$ cat config.mk
export PLATFORM = sky130hd
export DESIGN_NAME = l1_bus_arbiter
export DESIGN_NICKNAME = d
export VERILOG_FILES = /design/src/rtl/l1_bus_arbiter.sv
export SDC_FILE = /design/constraint.sdc
export NUM_CORES = 1
export LEC_CHECK = 0
export BUFFER_PORTS_ARGS = -buffer_cell sky130_fd_sc_hd__buf_2
export CORE_AREA = 5 5 290 292
export CTS_BUF_LIST = sky130_fd_sc_hd__clkbuf_16
export DETAILED_ROUTE_END_ITERATION = 16
export DIE_AREA = 0 0 295 297
export PLACE_DENSITY = 0.44
export SYNTH_ARGS = -nofsm -noshare
export SYNTH_HDL_FRONTEND = slang
export SYNTH_SLANG_ARGS = --single-unit
$ cat constraint.sdc
create_clock -name clk -period 10 [get_ports clk]
set_input_delay 0 -clock clk [delete_from_list [all_inputs] [get_ports clk]]
set_output_delay 0 -clock clk [all_outputs]
set_load 0.01 [all_outputs]
$ cat src/rtl/l1_bus_arbiter.sv
// rtl/l1_bus_arbiter.sv - shares the cache-to-memory bus between the L1 I-cache and D-cache
// One transaction at a time: grant, hold the latched command on the bus, return a one-cycle done.
module l1_bus_arbiter #(
    parameter bit          DCACHE_PRIORITY = 1'b0,
    parameter logic [15:0] TIMEOUT_CYCLES  = 16'd1024
) (
    input  logic         clk,
    input  logic         rst,
    input  logic         Icache_BusReq,
    input  logic         Icache_BusWr,
    input  logic [31:0]  Icache_BusAddr,
    input  logic [127:0] Icache_BusWrtData,
    output logic         Icache_BusDone,
    output logic         Icache_BusErr,
    input  logic         Dcache_BusReq,
    input  logic         Dcache_BusWr,
    input  logic [31:0]  Dcache_BusAddr,
    input  logic [127:0] Dcache_BusWrtData,
    output logic         Dcache_BusDone,
    output logic         Dcache_BusErr,
    output logic [127:0] Arb_DataRdBuff,
    output logic         Arb_Owner,
    output logic         Bus_Req,
    output logic         Bus_Wr,
    output logic [31:0]  Bus_Addr,
    output logic [127:0] Bus_WrtData,
    input  logic         Transform_BusWrtDone,
    input  logic         Transform_BusRdDone,
    input  logic [127:0] Transform_BusDataRdBuff
);

    typedef enum logic [1:0] {ST_IDLE, ST_BUSY, ST_RESP} state_t;

    state_t        state_q, state_d;
    logic          last_owner_q, last_owner_d;
    logic          owner_q, owner_d;
    logic          bus_req_q, bus_req_d;
    logic          bus_wr_q, bus_wr_d;
    logic [31:4]   bus_addr_q, bus_addr_d;
    logic [127:0]  bus_wdata_q, bus_wdata_d;
    logic [127:0]  rd_buff_q, rd_buff_d;
    logic [15:0]   cnt_q, cnt_d;
    logic          i_done_q, i_done_d;
    logic          i_err_q, i_err_d;
    logic          d_done_q, d_done_d;
    logic          d_err_q, d_err_d;
    logic          pick;
    logic          bus_done;
    logic          timed_out;

    // Line offset bits never reach the bus.
    logic unused_addr_bits;
    assign unused_addr_bits = ^{Icache_BusAddr[3:0], Dcache_BusAddr[3:0]};

    always_ff @(posedge clk or posedge rst) begin
        if (rst) begin
            state_q      <= ST_IDLE;
            last_owner_q <= 1'b1;
            owner_q      <= 1'b0;
            bus_req_q    <= 1'b0;
            bus_wr_q     <= 1'b0;
            bus_addr_q   <= '0;
            bus_wdata_q  <= '0;
            rd_buff_q    <= '0;
            cnt_q        <= '0;
            i_done_q     <= 1'b0;
            i_err_q      <= 1'b0;
            d_done_q     <= 1'b0;
            d_err_q      <= 1'b0;
        end else begin
            state_q      <= state_d;
            last_owner_q <= last_owner_d;
            owner_q      <= owner_d;
            bus_req_q    <= bus_req_d;
            bus_wr_q     <= bus_wr_d;
            bus_addr_q   <= bus_addr_d;
            bus_wdata_q  <= bus_wdata_d;
            rd_buff_q    <= rd_buff_d;
            cnt_q        <= cnt_d;
            i_done_q     <= i_done_d;
            i_err_q      <= i_err_d;
            d_done_q     <= d_done_d;
            d_err_q      <= d_err_d;
        end
    end

    always_comb begin
        state_d      = state_q;
        last_owner_d = last_owner_q;
        owner_d      = owner_q;
        bus_req_d    = bus_req_q;
        bus_wr_d     = bus_wr_q;
        bus_addr_d   = bus_addr_q;
        bus_wdata_d  = bus_wdata_q;
        rd_buff_d    = rd_buff_q;
        cnt_d        = cnt_q;
        i_done_d     = 1'b0;
        i_err_d      = 1'b0;
        d_done_d     = 1'b0;
        d_err_d      = 1'b0;
        pick         = 1'b0;
        bus_done     = 1'b0;
        timed_out    = 1'b0;

        case (state_q)
            ST_IDLE: begin
                if (Icache_BusReq || Dcache_BusReq) begin
                    // On a tie, round-robin hands the bus to whoever did not have it last.
                    if (Icache_BusReq && Dcache_BusReq) begin
                        pick = DCACHE_PRIORITY ? 1'b1 : ~last_owner_q;
                    end else begin
                        pick = Dcache_BusReq;
                    end
                    owner_d      = pick;
                    last_owner_d = pick;
                    bus_req_d    = 1'b1;
                    bus_wr_d     = pick ? Dcache_BusWr : Icache_BusWr;
                    bus_addr_d   = pick ? Dcache_BusAddr[31:4] : Icache_BusAddr[31:4];
                    bus_wdata_d  = pick ? Dcache_BusWrtData : Icache_BusWrtData;
                    cnt_d        = '0;
                    state_d      = ST_BUSY;
                end
            end
            ST_BUSY: begin
                bus_done  = bus_wr_q ? Transform_BusWrtDone : Transform_BusRdDone;
                timed_out = (TIMEOUT_CYCLES != 16'd0) && (cnt_q == TIMEOUT_CYCLES - 16'd1);
                if (bus_done || timed_out) begin
                    if (bus_done) begin
                        if (!bus_wr_q) begin
                            rd_buff_d = Transform_BusDataRdBuff;
                        end
                    end else begin
                        rd_buff_d = '0;
                    end
                    bus_req_d = 1'b0;
                    i_done_d  = ~owner_q;
                    d_done_d  = owner_q;
                    i_err_d   = ~owner_q & ~bus_done;
                    d_err_d   = owner_q & ~bus_done;
                    state_d   = ST_RESP;
                end else begin
                    cnt_d = cnt_q + 16'd1;
                end
            end
            ST_RESP: begin
                cnt_d   = '0;
                state_d = ST_IDLE;
            end
            default: begin
                state_d = ST_IDLE;
            end
        endcase
    end

    assign Icache_BusDone = i_done_q;
    assign Icache_BusErr  = i_err_q;
    assign Dcache_BusDone = d_done_q;
    assign Dcache_BusErr  = d_err_q;
    assign Arb_DataRdBuff = rd_buff_q;
    assign Arb_Owner      = owner_q;
    assign Bus_Req        = bus_req_q;
    assign Bus_Wr         = bus_wr_q;
    assign Bus_Addr       = {bus_addr_q, 4'b0000};
    assign Bus_WrtData    = bus_wdata_q;

endmodule

==> results of run 1 <==
-- worst paths after layout --
check,startpoint,end,cells past startpoint
min,Transform_BusRdDone,Bus_Req,4
min reg2reg,cnt_q[9],cnt_q[9],1
max in group asynchronous,rst,Bus_WrtData[89],4
max reg2reg,last_owner_q,Bus_WrtData[73],6
max,last_owner_q,Bus_WrtData[73],6
min in group asynchronous,rst,Arb_DataRdBuff[77],3
-- metrics by stage --
stage / instance area [sq um] / setup WS, ns / std cells
2_1_floorplan: 14190 / 1.429 / 1396
3_3_place_gp: 18750 / 6.777 / 3098
3_5_place_dp: 18750 / 6.696 / 3098
4_1_cts: 24390 / 6.559 / 3613
5_1_grt: 24430 / 6.330 / 3626
6_report: 24440 / 6.428 / 3630
-- routing by layer --
metal,vias to the layer above,global-route usage
met3,138,0.04465
li1,7206,-
met5,-,0
met4,10,0.05939
met2,595,0.2307
met1,6981,0.1490
-- cell type report --
type | count | area, sq um | share of cell area
inverter | 5 | 26.28 | 0.001075
clock buffer | 39 | 975.9 | 0.03994
multi-input combinational | 964 | 5811 | 0.2378
timing repair buffer | 1199 | 8318 | 0.3404
sequential | 310 | 7759 | 0.3175
clock inverter | 26 | 166.4 | 0.006810
tap | 1070 | 1339 | 0.05478
antenna | 17 | 42.54 | 0.001741
-- critical path, delay by kind of cell, from the launching register on --
kind	cells	cell delay, ns
flops	1	0.39
buf+inv	3	1.89
mux	1	0.38
compound gates	2	0.31
-- cells by family (layout without fill, tap and decap cells) --
group,after synthesis,after routing
flip-flops,310,310
multiplexers,165,165
adder cells (fa/ha/maj),1,1
other,1,21
buffers and inverters,122,1269
AND/OR/NAND/NOR,340,340
AO/OA/AOI/OAI,454,454
-- cell usage in the layout, fill, tap and decap left out, types with 4 or more instances in the layout --
cell type	netlist	layout
o21ai_1	84	84
nor2_1	7	6
a21oi_1	7	7
nand3_1	4	4
dlygate4sd3_1	0	450
buf_4	9	8
mux2i_1	163	163
clkbuf_16	0	39
diode_2	0	17
a22oi_1	128	128
nand4_1	4	4
dfrtp_1	309	309
conb_1	1	4
nand2_1	298	297
clkinv_1	0	7
inv_1	5	16
and3_1	8	8
buf_2	59	738
o21ai_0	211	211
-- registers in the layout, summed over array words and instances (netlist names) --
register / cells
state_q: 2
Icache_BusDone: 1
bus_addr_q: 28
Dcache_BusDone: 1
last_owner_q: 1
Dcache_BusErr: 1
Arb_Owner: 1
Bus_WrtData: 128
Bus_Req: 1
Icache_BusErr: 1
Arb_DataRdBuff: 128
Bus_Wr: 1
cnt_q: 16
-- power by group through the flow --
stage	Sequential [mW]	Clock [mW]	Combinational (mW)
floorplan	2.27	0	1.19
global placement	2.05	0	2.34
detailed placement	2.07	0	2.38
CTS	2.06	1.36	2.60
global route	2.13	1.39	2.87
finish	2.06	1.29	2.57
-- cell usage after synthesis, types with 5 or more instances --
cell / count
buf_2: 59
clkbuf_1: 33
inv_1: 5
dfrtp_1: 309
nand2_1: 298
o21ai_0: 211
mux2i_1: 163
nor2_1: 7
a21oi_1: 7
and3_1: 8
buf_4: 9
a22oi_1: 128
o21ai_1: 84
buf_6: 13
==> out/results.tsv, run 1 <==
stage	metric	value	unit
status	status	finished, final reports clean	
setup_path	CP arrival	3.95	ns
timing	Total Neg Setup Slack	0	ns
pwr	Seq pwr share	0.348	
global_routing	total global routing overflow	0	
floorplan	IO Count	751	
clock_network	clock sinks	310	
placed_design	detailed placer's ending HPWL	44280	um
clock_network	Post-CTS Resized	0	
global_routing	initial antenna violation count	28	
layout	post-layout util	0.3005	
route	drt drc	0	
setup_path	kind of critical path	reg -> reg	
timing	Final min period	3.572	ns
run	number of max-cap violations	0	
yosys	combinational family with the most area after synthesis	compound AO/OA/AOI/OAI gates	
yosys	#FFs+latches synth	310	
floorplan	die height	297	um
pwr	Clk pwr share	0.219	
yosys	Synth Area in XOR/XNOR	0	
timing	WHS	0.03840	ns
yosys	Synth Area in Adders	0.0008823	
clock_network	H-tree level count	2	
route	DR pass1 iterations	5	
yosys	post-synth top area cell	dfrtp_1	
route	Post-Route WL	61800	um
layout	share of cells above drive strength 1	0.3205	
clock_network	Skew-Pair Late Insertion Delay	0.54	ns
setup_path	Worst Setup End Kind	flip-flop	
route	Avg Vias per Cell	4.113	
yosys	warnings from Yosys	0	
clock_network	clk buf depth	3	
floorplan	Die W	295	um
yosys	Seq/Total Area, Yosys	0.5471	
pwr	total power per unit cell area	242.3	mW/mm^2
clock_network	CTS hold repair buffers	450	
setup_path	CP required	10.38	ns
yosys	Post-synth top flop	dfrtp_1	
clock_network	Root Buffer	clkbuf_16	
floorplan	initial core utilization	0.1744	
timing	Final Max Tran Viols	0	
min_path	worst min path class	in -> reg	
yosys	Mapped Cells	1393	
route	met2 wire len	30060	um
timing	RSZ-0062 raised after global routing	no	
global_routing	GRT Util Overall	0.1335	
timing	Worst Tran Pin Value	1.161	ns
global_routing	vias in the first global route	16020	
timing	Layout Skew	0.01345	ns
yosys	post-synth cell types	51	
timing	final hold violation count	0	
yosys	simple-gate area share of the yosys netlist	0.09873	
route	WL per Instance	17.03	um
pwr	Psw	2.321	mW
floorplan	CORE AREA	0.08132	sq mm
timing	fin crit share	0.3572	
setup_path	CP max stage delay	0.81	ns
layout	Filler cells	8451	
global_routing	largest net degree at the start of global routing	213	
setup_path	crit-path cells	a21boi_4, buf_12, buf_4, mux2i_1, dlygate4sd3_1, o21ai_0	
setup_path	Critical-path top delay cell	buf_4	
layout	layout overhead on the synthesized area	72.32	%
placed_design	I/O Buffers	738	
placed_design	Routability Congestion	0.8403	
route	Metal-1 WL	23130	um
floorplan	die area	0.08762	sq mm
yosys	synthesized area per cell	10.18	sq um
setup_path	Startpoint Class	flip-flop	
layout	nets	2975	
route	vias	14930	
timing	Final Setup Violations	0	
yosys	mux share of post-synthesis cell area	0.1169	
route	DR top layer	met5	
pwr	Tot Pwr	5.922	mW
pwr	Switching Fraction	0.3919	
setup_path	crit-path max FO	100	
timing	Fmax achieved	280.0	MHz
setup_path	R2R setup slack	6.43	ns
pwr	Logic pwr share	0.433	
clock_network	number of setup buffers added after CTS	0	
yosys	Synth Area in Compound Gates	0.1893	
pwr	P_leak	11.82	nW
yosys	area share of the largest cell type after synthesis	0.5453	
pwr	Peak VDD IR	0.1591	mV
route	DR WL met3	5618	um
clock_network	clock slew at reported path FFs	0.06	ns
pwr	Pint	3.601	mW
yosys	top cells by area, synth	dfrtp_1 55%, mux2i_1 12%, nand2_1 7.9%	
clock_network	CTS tree	built	
clock_network	clock buffer count from CTS	38	
floorplan	# rows	105	
yosys	Post-synth EDFFs	0	
timing	Slew HR	0.2258	
route	initial drt markers	615	
yosys	asr flop ratio synth	1.000	
route	Final ANT Viol Nets	0	
global_routing	first-pass GRT wire length	93530	um
yosys	Mapped Area	0.01418	sq mm
(Power assumes the default switching activity.)
==> inputs of run 2 (changes only) <==
==> constraint.sdc (replaced) <==
create_clock -name clk -period 3.6 [get_ports clk]
set_input_delay 0 -clock clk [delete_from_list [all_inputs] [get_ports clk]]
set_output_delay 0 -clock clk [all_outputs]
set_load 0.01 [all_outputs]
==> out/results.tsv, run 2 (same netlist as run 1, synthesis figures left out) <==
stage	metric	value	unit
status	status	finished, final reports clean	
timing	Total Neg Setup Slack	0	ns
clock_network	number of setup buffers added after CTS	0	
timing	Final min period	3.036	ns
run	number of max-cap violations	0	
setup_path	Setup crit end	Bus_Wr	
layout	register area	0.007759	sq mm
setup_path	CP startpoint	last_owner_q	
timing	Final Setup Violations	0	
min_path	worst min path class	in -> async	
pwr	total power per unit cell area	681.9	mW/mm^2
global_routing	first-pass GRT wire length	94520	um
layout	layout overhead on the synthesized area	75.70	%
setup_path	CP arrival	3.46	ns
clock_network	clk buf depth	3	
floorplan	# rows	105	
setup_path	Worst Setup End Kind	flip-flop	
setup_path	Critical-path top delay cell	a21boi_4	
floorplan	die area	0.08762	sq mm
placed_design	I/O Buffers	738	
layout	share of cells above drive strength 1	0.3280	
layout	Final Instance Area	0.02492	sq mm
pwr	Peak VDD IR	0.4547	mV
route	drt drc	0	
timing	fin crit share	0.8432	
floorplan	Die W	295	um
clock_network	Skew-Pair Late Insertion Delay	0.55	ns
global_routing	initial antenna violation count	25	
route	Post-Route WL	62350	um
clock_network	clock slew at reported path FFs	0.05	ns
timing	final worst-path setup slack	0.5643	ns
timing	Slew HR	0.3647	
layout	most frequent cells in the layout	738 x buf_2, 463 x dlygate4sd3_1, 309 x dfrtp_1, 297 x nand2_1, 211 x o21ai_0	
layout	post-layout util	0.3064	
placed_design	Setup WS pre-CTS	1.326	ns
setup_path	Startpoint Class	flip-flop	
pwr	Tot Pwr	16.99	mW
setup_path	worst-case reg-to-reg path depth	6	
timing	Fmax achieved	329.4	MHz
route	WL per Instance	17.01	um
setup_path	FF-to-FF End	Bus_Wr	
global_routing	total global routing overflow	0	
placed_design	Routability Congestion	0.8504	
timing	Layout Skew	0.02498	ns
setup_path	FF-to-FF Start	last_owner_q	
clock_network	clock buffer count from CTS	40	
route	Final ANT Viol Nets	0	
global_routing	GRT Util Overall	0.1350	
clock_network	H-tree level count	2	
clock_network	Root Buffer	clkbuf_16	
setup_path	crit-path cells	a21boi_4, buf_4, mux2i_1, dlygate4sd3_1, o21ai_0, dlygate4sd3_1	
layout	Filler cells	8513	
floorplan	die height	297	um
placed_design	area post-placement	0.01903	sq mm
floorplan	CORE AREA	0.08132	sq mm
timing	final hold violation count	0	
global_routing	met2 GRT Util	0.2303	
timing	RSZ-0062 raised after global routing	no	
timing	WHS	0.1243	ns
floorplan	IO Count	751	
layout	footprint of the multi-input gates	0.005811	sq mm
setup_path	most used cell along the critical path	dlygate4sd3_1	
route	DR pass1 iterations	5	
global_routing	grt peak-use layer	met2	
timing	Worst Tran Pin Value	0.9530	ns
layout	most common cell after layout, fill and taps aside	buf_2	
global_routing	met1 Track Usage GR	0.1564	
floorplan	initial core utilization	0.1744	
route	vias	15060	
global_routing	M3 GR Usage	0.04412	
pwr	P_leak	12.06	nW
clock_network	CTS tree	built	
setup_path	crit-path max FO	19	
route	initial drt markers	569	
placed_design	Inst Count DP	3126	
timing	Final Max Tran Viols	0	
global_routing	vias in the first global route	16040	
setup_path	R2R setup slack	0.56	ns
layout	nets	3018	
global_routing	largest net degree at the start of global routing	177	
setup_path	CP required	4.02	ns
clock_network	clock sinks	310	
route	Avg Vias per Cell	4.109	
placed_design	detailed placer's ending HPWL	45770	um
setup_path	CP max stage delay	0.60	ns
layout	Finished Layout Cells	3666	
setup_path	kind of critical path	reg -> reg	
==> run 2: cell count changes in the layout (fill, tap and decap cells not counted) <==
cell / previous run / this run
inv_6: 1 / 4
clkbuf_16: 39 / 41
buf_12: 3 / 9
clkinv_4: 1 / 0
clkinvlp_4: 1 / 2
diode_2: 17 / 11
buf_4: 8 / 30
inv_8: 1 / 0
bufinv_16: 2 / 3
inv_1: 16 / 12
dlygate4sd3_1: 450 / 463
==> run 2: power breakdown <==
group / leakage (nW) / internal [mW] / switching (mW) / total (mW)
sequential: 3.52 / 4.88 / 0.875 / 5.75
combinational: 7.92 / 3.24 / 4.17 / 7.41
clock: 0.627 / 2.27 / 1.57 / 3.83
==> run 2: metal layers <==
metal | vias to the layer above | wire, um
met5 | - | 61
met4 | 8 | 2205
met3 | 120 | 5345
met2 | 595 | 30370
met1 | 7051 | 24370
li1 | 7290 | -
==> run 2: critical path, delay by kind of cell, from the launching register on <==
kind | cells | cell delay (ns)
multiplexers | 1 | 0.25
flip-flops | 1 | 0.38
buffers and inverters | 3 | 1.62
AO/OA/AOI/OAI | 2 | 0.67
==> run 2: worst min path at each step <==
stage	to	startpoint	cells after the start	slack, ns
2_1_floorplan	last_owner_q	Icache_BusReq	1	0.06
3_3_place_gp	Bus_WrtData[3]	rst	2	0.14
3_5_place_dp	Bus_WrtData[3]	rst	2	0.13
4_1_cts	bus_addr_q[23]	rst	3	0.1
5_1_grt	Bus_WrtData[3]	rst	3	0.14
6_report	bus_addr_q[23]	rst	3	0.12
==> run 2: what timing repair did <==
| item | CTS | global route |
|---|---|---|
| resized for setup | 0 | 0 |
| setup endpoints to repair | 0 | 0 |
| hold buffers | 463 | 0 |
| hold endpoints to repair | 347 | 0 |
==> run 2: final cells by class <==
| type | count | share of cell area |
|---|---|---|
| well taps | 1070 | 0.05373 |
| inverters | 5 | 0.0009039 |
| flip-flops and latches | 310 | 0.3114 |
| diodes | 11 | 0.001105 |
| clock buffers | 41 | 0.04118 |
| clock inverters | 25 | 0.007984 |
| multi-input cells | 964 | 0.2332 |
| repair buffers | 1240 | 0.3505 |
==> inputs of run 3 (changes only) <==
==> config.mk (replaced) <==
export PLATFORM = sky130hd
export DESIGN_NAME = l1_bus_arbiter
export DESIGN_NICKNAME = d
export VERILOG_FILES = /design/src/rtl/l1_bus_arbiter.sv
export SDC_FILE = /design/constraint.sdc
export NUM_CORES = 1
export LEC_CHECK = 0
export ABC_AREA = 1
export BUFFER_PORTS_ARGS = -buffer_cell sky130_fd_sc_hd__buf_2
export CORE_AREA = 5 5 289 291
export CTS_BUF_LIST = sky130_fd_sc_hd__clkbuf_16
export DETAILED_ROUTE_END_ITERATION = 16
export DIE_AREA = 0 0 294 296
export PLACE_DENSITY = 0.45
export SYNTH_ARGS = -nofsm -noshare
export SYNTH_HDL_FRONTEND = slang
export SYNTH_SLANG_ARGS = --single-unit
==> constraint.sdc (replaced) <==
create_clock -name clk -period 2.5 [get_ports clk]
set_input_delay 0 -clock clk [delete_from_list [all_inputs] [get_ports clk]]
set_output_delay 0 -clock clk [all_outputs]
set_load 0.01 [all_outputs]
==> out/results.tsv, run 3 <==
stage	metric	value	unit
timing	final hold violation count	1	
yosys	Mapped Area	0.01405	sq mm
timing	Slew HR	0.5145	
timing	final worst-path setup slack	0.1403	ns
clock_network	CTS tree	built	
layout	most frequent cells in the layout	738 x buf_2, 474 x nand2_1, 444 x dlygate4sd3_1, 312 x o21ai_0, 309 x dfrtp_1	
placed_design	Inst Count DP	3353	
setup_path	CP arrival	2.79	ns
timing	Worst Tran Pin Value	0.7282	ns
placed_design	area post-placement	0.01897	sq mm
yosys	area share of the largest cell type after synthesis	0.5503	
yosys	post-synth top area cell	dfrtp_1	
route	WL per Instance	16.93	um
pwr	total power per unit cell area	1121	mW/mm^2
yosys	synthesized area per cell	8.647	sq um
layout	nets	3235	
layout	layout overhead on the synthesized area	75.90	%
yosys	Seq/Total Area, Yosys	0.5522	
clock_network	clock slew at reported path FFs	0.06	ns
yosys	asr flop ratio synth	1.000	
clock_network	H-tree level count	2	
global_routing	total global routing overflow	0	
setup_path	Startpoint Class	flip-flop	
floorplan	# rows	104	
floorplan	Die W	294	um
min_path	WHS Path Cells	3	
yosys	Post-synth top flop	dfrtp_1	
timing	Final Max Tran Viols	0	
min_path	worst min path class	in -> reg	
placed_design	Routability Congestion	0.8365	
global_routing	largest net degree at the start of global routing	129	
floorplan	CORE AREA	0.08029	sq mm
yosys	Synth Area in XOR/XNOR	0	
yosys	warnings from Yosys	0	
yosys	mux share of post-synthesis cell area	0	
clock_network	Root Buffer	clkbuf_16	
timing	fin crit share	0.9439	
status	status	complete, but fails checks	
yosys	top cells by area, synth	dfrtp_1 55%, nand2_1 13%, o21ai_0 11%	
layout	post-layout util	0.3078	
timing	Final Setup Violations	0	
status	failing checks	negative hold slack	
clock_network	clk buf depth	3	
global_routing	initial antenna violation count	24	
pwr	P_leak	12.19	nW
yosys	top post-synthesis cells by count	476 x nand2_1, 313 x o21ai_0, 309 x dfrtp_1	
yosys	Synth Area in Compound Gates	0.1967	
setup_path	CP required	2.93	ns
yosys	Synth Area in Adders	0.0008905	
yosys	simple-gate area share of the yosys netlist	0.1947	
route	Final ANT Viol Nets	0	
layout	Final Instance Area	0.02472	sq mm
pwr	Peak VDD IR	0.5889	mV
timing	Total Neg Setup Slack	0	ns
layout	share of cells above drive strength 1	0.3466	
placed_design	detailed placer's ending HPWL	46910	um
timing	RSZ-0062 raised after global routing	no	
pwr	Tot Pwr	27.70	mW
setup_path	Worst Setup End Kind	flip-flop	
floorplan	die height	296	um
floorplan	IO Count	751	
timing	Final min period	2.360	ns
route	DR pass1 iterations	4	
timing	Fmax achieved	423.8	MHz
layout	most common cell after layout, fill and taps aside	buf_2	
placed_design	I/O Buffers	738	
route	Post-Route WL	65660	um
yosys	Post-synth EDFFs	0	
timing	WHS	-0.005066	ns
floorplan	initial core utilization	0.1750	
setup_path	worst-case reg-to-reg path depth	7	
route	drt drc	0	
global_routing	first-pass GRT wire length	97520	um
global_routing	GRT Util Overall	0.1415	
clock_network	clock sinks	310	
route	vias	15490	
clock_network	number of setup buffers added after CTS	0	
yosys	Mapped Cells	1625	
setup_path	crit-path max FO	72	
clock_network	Skew-Pair Late Insertion Delay	0.55	ns
yosys	most frequent cell after synthesis	nand2_1	
clock_network	clock buffer count from CTS	39	
setup_path	kind of critical path	reg -> reg	
global_routing	vias in the first global route	16310	
layout	Finished Layout Cells	3877	
yosys	combinational family with the most area after synthesis	compound AO/OA/AOI/OAI gates	
yosys	post-synth cell types	27	
run	number of max-cap violations	0	
yosys	#FFs+latches synth	310	
route	Avg Vias per Cell	3.994	
placed_design	Setup WS pre-CTS	0.2626	ns
route	initial drt markers	665	
timing	Layout Skew	0.01599	ns
floorplan	die area	0.08702	sq mm
run 3: cell types whose count changed after synthesis, sizes merged, moves of 42 or more:
| cell | previous run | this run |
|---|---|---|
| nor2 | 9 | 197 |
| nand2 | 298 | 481 |
| mux2i | 163 | 0 |
| o21ai | 296 | 453 |
| a22oi | 128 | 0 |
| clkbuf | 34 | 77 |
| buf | 83 | 41 |
run 3: kinds of logic after synthesis:
logic type / after synthesis
and+or+nand+nor: 708
AOI/OAI and AO/OA: 460
DFF: 310
buffers and inverters: 145
adders and majority gates: 1
other: 1
run 3: path summary, 6_finish.rpt:
kind	startpoint	endpoint	slack [ns]
worst max-delay path	last_owner_q	Bus_WrtData[84]	0.14
worst min-delay path	Icache_BusAddr[19]	bus_addr_q[19]	-0.005
worst max register to register	last_owner_q	Bus_WrtData[84]	0.14
worst min register to register	last_owner_q	last_owner_q	0.47
max in group asynchronous	rst	Arb_DataRdBuff[81]	1.47
min in group asynchronous	rst	Arb_DataRdBuff[37]	0.09
run 3: final cells by class:
cell class              count  area, sq um
multi-input cells        1173         5542
diodes                     10        25.02
clock inverters            30        274.0
well taps                1060         1326
flip-flops and latches    310         7759
inverters                  27        113.9
clock buffers              40         1001
repair buffers           1227         8676
fillers                  8518        55570
run 3: what timing repair did:
| item | in CTS | in global routing |
|---|---|---|
| gates resized for setup | 0 | 2 |
| endpoints found under the setup margin | 0 | 43 |
| hold endpoints to repair | 369 | 0 |
| hold buffers | 444 | 0 |
run 3: critical path, stage by stage (launching register included):
cell and delay, ns:
dfstp_2 0.53, nand2_1 0.08, nand2_4 0.13, inv_6 0.16, buf_12 0.24, o21ai_0 0.33
o21ai_0 0.11, dlygate4sd3_1 0.56
run 3: report_power, final:
group	leakage (nW)	total [mW]	internal, mW	switching [mW]
logic	7.62	13.6	6.24	7.35
registers	3.90	8.40	7.19	1.20
clock network	0.670	5.72	3.41	2.30
total	12.2	27.7	16.8	10.9
run 3: metal layers:
layer,share of wire,GRT usage
met4,0.031,0.05251
met3,0.083,0.04299
met1,0.39,0.1673
met2,0.49,0.2434
met5,0.00062,0
